===== config.mk =====
export PLATFORM = sky130hd
export DESIGN_NAME = hex_display_driver_de1soc
export DESIGN_NICKNAME = d
export VERILOG_FILES = /design/src/rtl/hex_display_driver_de1soc.sv
export SDC_FILE = /design/constraint.sdc
export NUM_CORES = 1
export LEC_CHECK = 0
export BUFFER_PORTS_ARGS = -buffer_cell sky130_fd_sc_hd__buf_2
export CAP_MARGIN = 20
export CORE_MARGIN = 8
export CORE_UTILIZATION = 55
export CTS_CLUSTER_DIAMETER = 100
export DETAILED_ROUTE_END_ITERATION = 8
export PLACE_DENSITY_LB_ADDON = 0.3
export SYNTH_ARGS = -nofsm -noshare
export SYNTH_HDL_FRONTEND = slang
export SYNTH_SLANG_ARGS = --single-unit

===== constraint.sdc =====
create_clock -name clk_i -period 3.2 [get_ports clk_i]
set_clock_uncertainty 0.2 [all_clocks]
set_input_delay 0.16 -clock clk_i [delete_from_list [all_inputs] [get_ports clk_i]]
set_output_delay 0.16 -clock clk_i [all_outputs]
set_load 0.01 [all_outputs]

===== src/rtl/hex_display_driver_de1soc.sv =====
// Multi-digit hex to 7-segment driver: serial glyph decode, atomic commit.
// Ports: clk_i, rst_i (sync, high), value_i/value_valid_i/value_ready_o
//   handshake, blank_lz_i, blink_mask_i, enable_i, updated_o, hex_o.
module hex_display_driver_de1soc #(
  parameter int NUM_DIGITS = 6,
  parameter bit ACTIVE_LOW = 1'b1,
  parameter int BLINK_DIV  = 25_000_000
) (
  input  logic                    clk_i,
  input  logic                    rst_i,
  input  logic [4*NUM_DIGITS-1:0] value_i,
  input  logic                    value_valid_i,
  output logic                    value_ready_o,
  input  logic                    blank_lz_i,
  input  logic [NUM_DIGITS-1:0]   blink_mask_i,
  input  logic                    enable_i,
  output logic                    updated_o,
  output logic [7*NUM_DIGITS-1:0] hex_o
);

  localparam int IW = (NUM_DIGITS > 1) ? $clog2(NUM_DIGITS) : 1;
  localparam int CW = (BLINK_DIV > 1) ? $clog2(BLINK_DIV) : 1;

  typedef enum logic [1:0] {
    IDLE,
    CONVERT,
    COMMIT
  } state_t;

  state_t                  state_q;
  logic [4*NUM_DIGITS-1:0] val_q;
  logic                    blz_q;
  logic [IW-1:0]           idx_q;
  logic                    lead_q;
  logic                    ready_q;
  logic                    upd_q;
  logic [6:0]              staged_q    [NUM_DIGITS];
  logic [6:0]              committed_q [NUM_DIGITS];
  logic [CW-1:0]           cnt_q;
  logic                    phase_on_q;
  logic [7*NUM_DIGITS-1:0] hex_q;

  logic [3:0]              digit;
  logic [6:0]              stage_d;
  logic [6:0]              lit;
  logic [7*NUM_DIGITS-1:0] hex_d;

  function automatic logic [6:0] glyph(input logic [3:0] d);
    logic [6:0] g;
    unique case (d)
      4'h0: g = 7'h3F;
      4'h1: g = 7'h06;
      4'h2: g = 7'h5B;
      4'h3: g = 7'h4F;
      4'h4: g = 7'h66;
      4'h5: g = 7'h6D;
      4'h6: g = 7'h7D;
      4'h7: g = 7'h07;
      4'h8: g = 7'h7F;
      4'h9: g = 7'h6F;
      4'hA: g = 7'h77;
      4'hB: g = 7'h7C;
      4'hC: g = 7'h39;
      4'hD: g = 7'h5E;
      4'hE: g = 7'h79;
      4'hF: g = 7'h71;
    endcase
    return g;
  endfunction

  // Single shared decoder, fed by the digit currently selected by idx_q.
  always_comb begin
    digit = '0;
    for (int k = 0; k < NUM_DIGITS; k++)
      if (idx_q == IW'(k))
        digit = val_q[4*k +: 4];
    // Digit 0 is never blanked so a zero value still shows "0".
    if (blz_q && lead_q && digit == 4'h0 && idx_q != '0)
      stage_d = '0;
    else
      stage_d = glyph(digit);
  end

  always_ff @(posedge clk_i) begin
    if (rst_i) begin
      state_q <= IDLE;
      val_q   <= '0;
      blz_q   <= 1'b0;
      idx_q   <= '0;
      lead_q  <= 1'b1;
      ready_q <= 1'b1;
      upd_q   <= 1'b0;
      for (int k = 0; k < NUM_DIGITS; k++) begin
        staged_q[k]    <= '0;
        committed_q[k] <= '0;
      end
    end else begin
      case (state_q)
        IDLE: begin
          upd_q <= 1'b0;
          if (value_valid_i) begin
            val_q   <= value_i;
            blz_q   <= blank_lz_i;
            idx_q   <= IW'(NUM_DIGITS - 1);
            lead_q  <= 1'b1;
            ready_q <= 1'b0;
            state_q <= CONVERT;
          end
        end
        CONVERT: begin
          for (int k = 0; k < NUM_DIGITS; k++)
            if (idx_q == IW'(k))
              staged_q[k] <= stage_d;
          lead_q <= lead_q && (digit == 4'h0);
          if (idx_q == '0) begin
            upd_q   <= 1'b1;
            state_q <= COMMIT;
          end else begin
            idx_q <= idx_q - 1'b1;
          end
        end
        COMMIT: begin
          for (int k = 0; k < NUM_DIGITS; k++)
            committed_q[k] <= staged_q[k];
          upd_q   <= 1'b0;
          ready_q <= 1'b1;
          state_q <= IDLE;
        end
        default: state_q <= IDLE;
      endcase
    end
  end

  always_ff @(posedge clk_i) begin
    if (rst_i) begin
      cnt_q      <= '0;
      phase_on_q <= 1'b1;
    end else if (cnt_q == CW'(BLINK_DIV - 1)) begin
      cnt_q      <= '0;
      phase_on_q <= ~phase_on_q;
    end else begin
      cnt_q <= cnt_q + 1'b1;
    end
  end

  always_comb begin
    lit   = '0;
    hex_d = '0;
    for (int k = 0; k < NUM_DIGITS; k++) begin
      if (enable_i && !(blink_mask_i[k] && !phase_on_q))
        lit = committed_q[k];
      else
        lit = '0;
      hex_d[7*k +: 7] = ACTIVE_LOW ? ~lit : lit;
    end
  end

  always_ff @(posedge clk_i) begin
    if (rst_i)
      hex_q <= ACTIVE_LOW ? '1 : '0;
    else
      hex_q <= hex_d;
  end

  assign value_ready_o = ready_q;
  assign updated_o     = upd_q;
  assign hex_o         = hex_q;

endmodule


==> results of run 1 <==
-- placed cells by master, fill, tap and decap left out, drive strengths merged, types with 17 or more instances in the layout --
cell type,netlist,routed
dfxtp,101,101
edfxtp,84,84
nor2,82,82
nand2,109,109
dlygate4sd3,0,32
nand3,17,17
buf,13,96
and2,44,44
clkbuf,15,17
a21oi,39,39
-- worst max path at each step --
stage,startpoint,endpoint,cells after the start
global placement,idx_q[1],staged_q[2][5],13
global route,idx_q[0],staged_q[1][6],8
floorplan,idx_q[1],staged_q[4][0],13
detailed placement,idx_q[1],staged_q[5][2],12
finish,idx_q[0],staged_q[4][4],8
CTS,idx_q[1],staged_q[5][3],12
-- per-layer routing --
layer  GRT usage, %  share of wire (%)  vias up
met2           29.3                 49      126
met3           4.85                6.6       15
met5              0                  0        -
met4           7.24                1.2        0
li1               -                  -     2403
met1           20.3                 43     2224
-- area by class of cell --
type	instances	area, um2	share of cell area (%)
flip-flops and latches	185	4540	52.7
inverters	11	41.3	0.479
well taps	172	215	2.50
multi-input cells	412	2390	27.7
clock inverters	15	166	1.93
repair buffers	128	846	9.81
clock buffers	17	425	4.93
-- worst max-delay path, stage by stage (launching register included) --
cell	delay [ns]
dfxtp_1	0.40
inv_1	0.11
ha_1	0.29
a211o_1	0.29
a21oi_1	0.12
o41a_1	0.61
mux2_4	0.37
o21ai_4	0.26
nor2_1	0.11
-- cell families (layout without fill, tap and decap cells) --
group / Yosys count / in the layout / share of synthesized area [%]
xor gates and xnor gates: 24 / 24 / 2.96
buffers and inverters: 39 / 171 / 2.69
DFF: 185 / 185 / 64.0
muxes: 2 / 2 / 0.352
AOI/OAI and AO/OA: 70 / 70 / 7.43
and+or+nand+nor: 304 / 304 / 20.5
adders and majority gates: 12 / 12 / 2.11
-- state kept, by name, summed over array words and instances, names as in the netlist --
register	count
blz_q	1
cnt_q	25
committed_q	42
hex_o	42
idx_q	3
lead_q	1
phase_on_q	1
staged_q	42
state_q	2
updated_o	1
val_q	24
value_ready_o	1
-- power by group through the flow --
stage | Sequential, mW | Combinational (mW) | Clock (mW)
2_1_floorplan | 2.67 | 0.362 | 0
3_3_place_gp | 2.68 | 0.503 | 0
3_5_place_dp | 2.68 | 0.517 | 0
4_1_cts | 2.63 | 0.550 | 2.10
5_1_grt | 2.64 | 0.608 | 2.19
6_report | 2.63 | 0.555 | 2.07
-- stage by stage --
| stage | total power, mW | utilization, % |
|---|---|---|
| global placement | 3.18 | 60.8 |
| CTS | 5.28 | 68.1 |
| finish | 5.26 | 68.3 |
| floorplan | 3.03 | - |
| global route | 5.44 | 68.3 |
| detailed placement | 3.20 | 60.8 |
-- timing repair --
item                       CTS  global route
hold buffers                32             0
hold endpoints to repair    67             0
setup endpoints to repair    0            34
resized for setup            0             3
setup buffers                0             3
==> summary.md, run 1 <==
| Metric | Value |
|---|---|
| Status | `finished, final reports clean` |
| Slew headroom | `40.4%` |
| Vias per cell | `5.07` |
| Sequential area share after synthesis | `64.0%` |
| Max rail drop VDD | `between 300 and 400 uV` |
| Cell with the most instances after synthesis | `nand2_1` |
| Die footprint | `16,800 um2` |
| Die extent in y | `between 100 and 150 um` |
| Clock Tree Root | `clkbuf_16` |
| Synth cell count leaders | `nand2_1, dfxtp_1, edfxtp_1` |
| Fill cells | `960` |
| Synth area leaders | `edfxtp_1, dfxtp_1, nand2_1` |
| Share of the synthesized area in the top cell type | `35.5%` |
| Vias in the first global route | `4,720` |
| Worst-path clk slew | `0.07 ns` |
| Sw Pwr | `1.29 mW` |
| Syn Nets | `683` |
| Area growth syn-to-layout | `21.4%` |
| CP Launch Type | `flop` |
| Largest net degree at the start of global routing | `44` |
| Switch share | `24.5%` |
| Setup WS post-layout | `0.190 ns` |
| Ant diodes | `0` |
| Worst Setup Path Type | `flop to flop` |
| Detailed router's first-iteration violation count | `259` |
| Placed wire-length estimate | `about 9500 um` |
| Setup TNS Final | `0 ns` |
| Sequential share of power | `50.1%` |
| Hold path start | `value_valid_i` |
| TritonRoute pass-1 iters | `5` |
| MaxCap Viol Count | `0` |
| Worst-path fanout max | `14` |
| Placeable Area | `12,600 um2` |
| Max Root-Sink Buffers | `2` |
| DRC viols | `0` |
| Standard-cell rows | `41` |
| WP data required | `3.17 ns` |
| Leak pwr | `3.42 nW` |
| GRT Util Overall | `between 15 and 20%` |
| GRT overflow | `0` |
| FF-to-FF End | `staged_q[4][4]` |
| Final hold vios | `0` |
| Port Buffer Count | `78` |
| Design Area, Final | `~8600 um2` |
| Num CTS Buffers | `17` |
| Setup crit end kind | `flop` |
| CTS tree | `built` |
| Clock Power Share | `about two fifths` |
| Mapped Cells | `636` |
| Ys Warns | `0` |
| Pint | `3.97 mW` |
| Minimum clock period | `between 3 and 4 ns` |
| H-tree levels | `4` |
| First-pass GRT wire length | `22,600 um` |
| Placed inst area | `7680 um2` |
| Period utilization | `94.1%` |
| Pre-CTS setup slack | `0.122 ns` |
| Flop-to-flop setup slack | `0.19 ns` |
| Final ANT Viol Nets | `0` |
| Initial antenna violation count | `0` |
| Unique masters post-synth | `between 50 and 60` |
| DR WL/cell | `between 10 and 15 um` |
| Slew Limit Fails | `0` |
| Layout cells sized above 1 | `19.9%` |
| Non-Filler Instances | `940` |
| Clk_lat worst skew | `0.43 ns` |
| Pwr dens | `approximately 600 nW/um2` |
| Wirelength, routed | `13,900 um` |
| RR Startpoint | `idx_q[0]` |
| Mean Syn Cell Area | `11.2 um2` |
| Synth Flop Type | `dfxtp_1` |
| CTS sink cnt | `185` |
| RSZ-0062 raised after global routing | `false` |
| Nets@finish | `~800` |
| # IOs | `between 70 and 80` |
| Cells on worst reg2reg path | `8` |
| Worst EP arrival | `2.98 ns` |
| Synth async-reset ratio | `0%` |
| Worst Hold End | `val_q[7]` |
| Post-Synthesis Cell Area | `about 7000 um2` |
| Post-synth EDFFs | `84` |
| Logic gate share of total power | `10.6%` |
| Dpl cells | `873` |
| Die span in x | `130 um` |
| Final setup viols | `0` |
| Worst hold path depth | `4` |
| FF+latch count, synth | `~190` |
| Final Hold Slack | `0.0167 ns` |
| Via Count | `4,768` |
| Starting Density | `56.3%` |
| Fmax | `332 MHz` |
| Top cell type by total area after synthesis | `edfxtp_1` |
| Routability cong. | `0.833` |
| Actual slew at the worst max-slew pin | `roughly 0.89 ns` |
| Hold WC Path Type | `input port to flop` |
(Power assumes the default switching activity.)
==> inputs of run 2 (changes only) <==
Settings changed: ABC_AREA set to 1.
==> summary.md, run 2 <==
| Metric | Value |
|---|---|
| Commonest cells after routing, fill and taps aside | `nor2_1, dfxtp_1, nand2_1` |
| Max Root-Sink Buffers | `2 (unchanged)` |
| Highest routed layer | `met4` |
| CP Launch Type | `flop` |
| DRC viols | `0 (unchanged)` |
| Num CTS Buffers | `17 (unchanged)` |
| Worst-path fanout max | `7 (-7)` |
| DR WL met3 | `827 um (-9.9%)` |
| FF+latch count, synth | `185 (unchanged)` |
| Fill cells | `1,004 (+4.6%)` |
| Area growth syn-to-layout | `20.1%` |
| Synth async-reset ratio | `0% (unchanged)` |
| Worst Hold End | `lead_q` |
| Clk_lat worst skew | `0.43 ns (about the same)` |
| Worst-path clk slew | `0.06 ns (about the same)` |
| RSZ-0062 raised after global routing | `false` |
| Standard-cell rows | `42 (+2.4%)` |
| Leak pwr | `3.68 nW (+7.6%)` |
| Pwr dens | `597 nW/um2 (-2.1%)` |
| Pwr Total | `5.32 mW (+1.2%)` |
| # IOs | `79 (unchanged)` |
| Synth cell count leaders | `nor2_1, dfxtp_1, nand2_1` |
| Mean Syn Cell Area | `9.39 um2 (-16%)` |
| Setup WS post-layout | `0.291 ns (+0.102 ns)` |
| Via Count | `5,423 (+14%)` |
| Ant diodes | `0 (unchanged)` |
| Final setup viols | `0 (unchanged)` |
| Commonest non-fill, non-tap cell in the layout | `nor2_1` |
| CTS tree | `built` |
| Die span in x | `132 um (+1.9%)` |
| Die footprint | `17,500 um2 (+3.8%)` |
| Slew Limit Fails | `0 (unchanged)` |
| Cells on worst reg2reg path | `15 (+7)` |
| Top cell type by total area after synthesis | `edfxtp_1` |
| Final ANT Viol Nets | `0 (unchanged)` |
| Worst Setup Path Type | `flop to flop` |
| Nets@finish | `955 (+19%)` |
| Synth Flop Type | `dfxtp_1` |
| Vias per cell | `4.94 (-2.5%)` |
| Vias in the first global route | `5,314 (+13%)` |
| Fmax | `344 MHz (+3.5%)` |
| Placeable Area | `13,200 um2 (+4.5%)` |
| FF-to-FF End | `staged_q[0][5]` |
| Area of the multi-input gates | `2420 um2 (+1.5%)` |
| Port Buffer Count | `78 (unchanged)` |
| Cell with the most instances after synthesis | `nor2_1` |
| CTS sink cnt | `185 (unchanged)` |
| Hold WC Path Type | `input port to flop` |
| Post-Synthesis Cell Area | `7420 um2 (+4.4%)` |
| Unique masters post-synth | `37 (-37%)` |
| Die extent in y | `132 um (+1.9%)` |
| MaxCap Viol Count | `0 (unchanged)` |
| Largest net degree at the start of global routing | `48 (+9.1%)` |
| Pre-CTS setup slack | `0.336 ns (+0.214 ns)` |
| Dpl cells | `1,033 (+18%)` |
| Post-layout util | `67.6% (-0.78 points)` |
| Clock Tree Root | `clkbuf_16` |
| Setup crit end kind | `flop` |
| Register area | `4540 um2 (unchanged)` |
| Max rail drop VDD | `416 uV (+10%)` |
| DR WL/cell | `14.2 um (-3.9%)` |
| Slew headroom | `53.4% (+13 points)` |
| Placed inst area | `8030 um2 (+4.6%)` |
| Wirelength, routed | `15,600 um (+12%)` |
| Flop-to-flop setup slack | `0.29 ns (+0.10 ns)` |
| Ys Warns | `0 (unchanged)` |
| Final hold vios | `0 (unchanged)` |
| Share of the synthesized area in the top cell type | `34.0% (-1.5 points)` |
| Detailed router's first-iteration violation count | `309 (+19%)` |
| Worst hold path depth | `4 (unchanged)` |
| Status | `finished, final reports clean` |
| Starting Density | `56.2% (-0.074 points)` |
| M1 WL | `6470 um (+7.7%)` |
| Actual slew at the worst max-slew pin | `0.699 ns (-0.187 ns)` |
| GRT Util Overall | `18.6% (+1.3 points)` |
| Hold path start | `value_valid_i` |
| WP data required | `3.16 ns (about the same)` |
| H-tree levels | `4 (unchanged)` |
| Setup TNS Final | `0 ns (unchanged)` |
| Layout cells sized above 1 | `16.5% (-3.4 points)` |
| TritonRoute pass-1 iters | `5 (unchanged)` |
| First-pass GRT wire length | `25,900 um (+14%)` |
| Routability cong. | `0.890 (+6.9%)` |
| Mapped Cells | `790 (+24%)` |
| Syn Nets | `837 (+23%)` |
| Minimum clock period | `2.91 ns (-0.102 ns)` |
| Period utilization | `90.9% (-3.2 points)` |
| Placed wire-length estimate | `10,900 um (+15%)` |
| Design Area, Final | `8910 um2 (+3.3%)` |
| Sequential area share after synthesis | `61.3% (-2.7 points)` |
| Worst EP arrival | `2.87 ns (-0.11 ns)` |
| RR Startpoint | `idx_q[0]` |
| Post-synth EDFFs | `84 (unchanged)` |
| Final Hold Slack | `0.0423 ns (+0.0256 ns)` |
| Synth area leaders | `edfxtp_1, dfxtp_1, nor2_1` |
| Non-Filler Instances | `1,097 (+17%)` |
| GRT overflow | `0 (unchanged)` |
| Met2 wire length | `7820 um (+15%)` |
| Initial antenna violation count | `0 (unchanged)` |
-- run 2: metal layers --
layer	vias to the layer above	global-route usage [%]
met1	2465	20.6
met3	29	4.88
met5	-	0
met2	136	31.9
met4	0	10.0
li1	2793	-
-- run 2: how the worst max path moves through the flow --
stage,startpoint,slack [ns],end
after global routing,idx_q[0],0.04,staged_q[0][5]
after global placement,idx_q[0],0.44,staged_q[1][1]
after CTS,idx_q[0],0.32,staged_q[0][5]
after detailed placement,idx_q[0],0.34,staged_q[0][5]
final,idx_q[0],0.29,staged_q[0][5]
after floorplan,idx_q[0],0.66,staged_q[1][0]
-- run 2: worst max-delay path, stage by stage (launching register included) --
cell and delay, ns:
dfxtp_1 0.33, inv_1 0.14, ha_1 0.21, inv_1 0.05, nor2_1 0.16, nand2_1 0.07, nand2_1 0.06, inv_1 0.04
nand2_1 0.06, nand2_1 0.06, a21oi_1 0.32, ha_1 0.26, a21boi_4 0.22, nand3_4 0.23, nand2_4 0.17, nor2_1 0.08
-- run 2: layout make-up --
cell class | count | share of cell area, %
Clock inverter | 13 | 1.43
Timing Repair Buffer | 120 | 8.96
Multi-Input combinational cell | 487 | 27.2
Tap cell | 176 | 2.47
Clock buffer | 19 | 4.86
Inverter | 97 | 4.11
Sequential cell | 185 | 51.0
-- run 2: cell families after synthesis --
kind of cell | Yosys count | synth area share, %
compound gates | 63 | 4.52
xor+xnor | 8 | 0.945
fa+ha+maj | 12 | 2.02
buf+inv | 118 | 6.09
flops | 185 | 61.3
simple gates | 404 | 25.2
-- run 2: power breakdown --
| group | switching [mW] | internal [mW] |
|---|---|---|
| registers | 0.0547 | 2.59 |
| clock network | 0.842 | 1.14 |
| logic | 0.451 | 0.238 |
-- run 2: what timing repair did --
item	CTS	global route
setup endpoints to repair	0	0
hold buffers	32	0
hold endpoints to repair	72	0
gates resized for setup	0	0
setup buffers	0	0
==> inputs of run 3 (changes only) <==
Settings changed: BUFFER_PORTS_ARGS -buffer_cell sky130_fd_sc_hd__buf_2 to -buffer_cell sky130_fd_sc_hd__clkbuf_2.
==> summary.md, run 3 (synthesized netlist as in run 2, its figures left out) <==
| Metric | Value |
|---|---|
| WP data required | `3.17 ns (about the same)` |
| Num CTS Buffers | `17 (unchanged)` |
| Vias per cell | `4.98 (+0.79%)` |
| DRC viols | `0 (unchanged)` |
| Standard-cell rows | `42 (unchanged)` |
| Final hold vios | `0 (unchanged)` |
| Setup TNS Final | `0 ns (unchanged)` |
| Routability cong. | `0.881 (-0.98%)` |
| Placed wire-length estimate | `11,200 um (+2.0%)` |
| RSZ-0062 raised after global routing | `false` |
| Minimum clock period | `2.88 ns (-0.0319 ns)` |
| Max stage delay on crit path | `0.33 ns (about the same)` |
| H-tree levels | `4 (unchanged)` |
| GRT overflow | `0 (unchanged)` |
| Status | `finished, final reports clean` |
| Final ANT Viol Nets | `0 (unchanged)` |
| Critical path's slowest cell | `dfxtp_1` |
| CP Launch Type | `flop` |
| CTS resizes | `0 (unchanged)` |
| Slew Limit Fails | `0 (unchanged)` |
| Clock Tree Root | `clkbuf_16` |
| Max rail drop VDD | `447 uV (+7.4%)` |
| Clock Power Share | `38.8% (+1.6 points)` |
| Ant diodes | `0 (unchanged)` |
| Setup crit end kind | `flop` |
| Area growth syn-to-layout | `20.8%` |
| Port Buffer Count | `78 (unchanged)` |
| Pwr Total | `5.46 mW (+2.7%)` |
| Period utilization | `89.9% (-1.0 points)` |
| Final setup viols | `0 (unchanged)` |
| Crit path max-delay family | `simple AND/OR/NAND/NOR gates` |
| Via Count | `5,466 (+0.79%)` |
| Sequential share of power | `48.5% (-1.3 points)` |
| Critical path buffers and inverters | `3 (unchanged)` |
| Wirelength, routed | `15,700 um (+0.95%)` |
| CTS sink cnt | `185 (unchanged)` |
| Clk_lat worst skew | `0.43 ns (about the same)` |
| MaxCap Viol Count | `0 (unchanged)` |
| TritonRoute pass-1 iters | `7 (+2)` |
| Logic gate share of total power | `12.6% (-0.3 points)` |
| Pwr dens | `610 nW/um2 (+2.2%)` |
| First-pass GRT wire length | `26,100 um (+0.85%)` |
| Detailed router's first-iteration violation count | `350 (+13%)` |
| DR WL/cell | `14.3 um (+0.95%)` |
| Leak pwr | `3.77 nW (+2.4%)` |
| Worst EP arrival | `2.85 ns (-0.02 ns)` |
| Dpl cells | `1,033 (unchanged)` |
| Switch share | `26.5% (+1.2 points)` |
| Final Hold Slack | `0.0433 ns (+0.000945 ns)` |
| Non-Filler Instances | `1,097 (unchanged)` |
| Initial antenna violation count | `0 (unchanged)` |
| Layout cells sized above 1 | `17.0% (+0.54 points)` |
| Vias in the first global route | `5,423 (+2.1%)` |
| Die footprint | `17,500 um2 (unchanged)` |
| Slew headroom | `52.1% (-1.3 points)` |
| Pint | `4.02 mW (+1.1%)` |
| Commonest cells after routing, fill and taps aside | `nor2_1, dfxtp_1, nand2_1` |
| Hold WC Path Type | `input port to flop` |
| CP most frequent cell | `nand2_1` |
| GRT Util Overall | `18.7% (+0.19 points)` |
| Placeable Area | `13,200 um2 (unchanged)` |
| Fmax | `348 MHz (+1.1%)` |
| Post-CTS Setup Repair Bufs | `0 (unchanged)` |
| Worst Setup Path Type | `flop to flop` |
| Starting Density | `56.2% (unchanged)` |
| Commonest non-fill, non-tap cell in the layout | `nor2_1` |
| Nets@finish | `955 (unchanged)` |
| Worst-path clk slew | `0.07 ns (about the same)` |
| CTS tree | `built` |
| Die extent in y | `132 um (unchanged)` |
| Sw Pwr | `1.45 mW (+7.4%)` |
| Largest net degree at the start of global routing | `48 (unchanged)` |
| Die span in x | `132 um (unchanged)` |
| Max Root-Sink Buffers | `2 (unchanged)` |
| Worst-path fanout max | `7 (unchanged)` |
| CP cell instances | `inv_1, ha_1, inv_1, nor2_1, nand2_1, nand2_1, inv_1, nand2_1, nand2_1, a21oi_1, ha_1, a21boi_4, nand3_4, nand2_4, nor2_1` |
| Actual slew at the worst max-slew pin | `0.718 ns (+0.0193 ns)` |
| # hold bufs at CTS | `32 (unchanged)` |
| Post-layout util | `67.9% (+0.37 points)` |
| Fill cells | `1,008 (+0.40%)` |
| # IOs | `79 (unchanged)` |
-- run 3: path summary, 6_finish.rpt --
path | start | end | slack [ns] | cells after the start
worst min register to register | committed_q[3][0] | hex_o[21] | 0.24 | 1
worst max register to register | idx_q[0] | staged_q[1][1] | 0.32 | 15
worst max-delay path | idx_q[0] | staged_q[1][1] | 0.32 | 15
worst min-delay path | value_valid_i | lead_q | 0.04 | 4
-- run 3: metrics by stage --
| step | area [um2] | setup slack (ns) |
|---|---|---|
| after global routing | 8960 | 0.0411 |
| after floorplan | 7420 | 0.658 |
| after detailed placement | 8030 | 0.348 |
| final | 8960 | 0.323 |
| after CTS | 8960 | 0.334 |
| after global placement | 8030 | 0.436 |
-- run 3: layer usage --
layer	routed length, um	vias up	track usage [%]
li1	-	2805	-
met1	6420	2492	19.8
met2	8000	132	32.9
met3	809	37	6.21
met4	511	0	9.38
met5	0	-	0
-- run 3: power groups by stage --
stage	clock network, mW	logic (mW)	registers (mW)
after floorplan	0	0.485	2.69
after global placement	0	0.651	2.70
after detailed placement	0	0.658	2.70
after CTS	2.16	0.692	2.65
after global routing	2.26	0.784	2.66
final	2.12	0.690	2.65
-- run 3: final cells by class --
class | count | area, um2 | area share, %
flip-flops and latches | 185 | 4540 | 50.7
multi-input cells | 487 | 2420 | 27.0
repair buffers | 120 | 798 | 8.91
clock buffers | 17 | 425 | 4.75
inverters | 97 | 367 | 4.09
well taps | 176 | 220 | 2.46
clock inverters | 15 | 184 | 2.05
-- run 3: worst reg2reg max path, delay by kind of cell (launching register included) --
| kind | cells | cell delay, ns |
|---|---|---|
| AND/OR/NAND/NOR | 8 | 0.88 |
| AO/OA/AOI/OAI | 2 | 0.53 |
| adder cells (fa/ha/maj) | 2 | 0.47 |
| flip-flops | 1 | 0.33 |
| buffers and inverters | 3 | 0.22 |
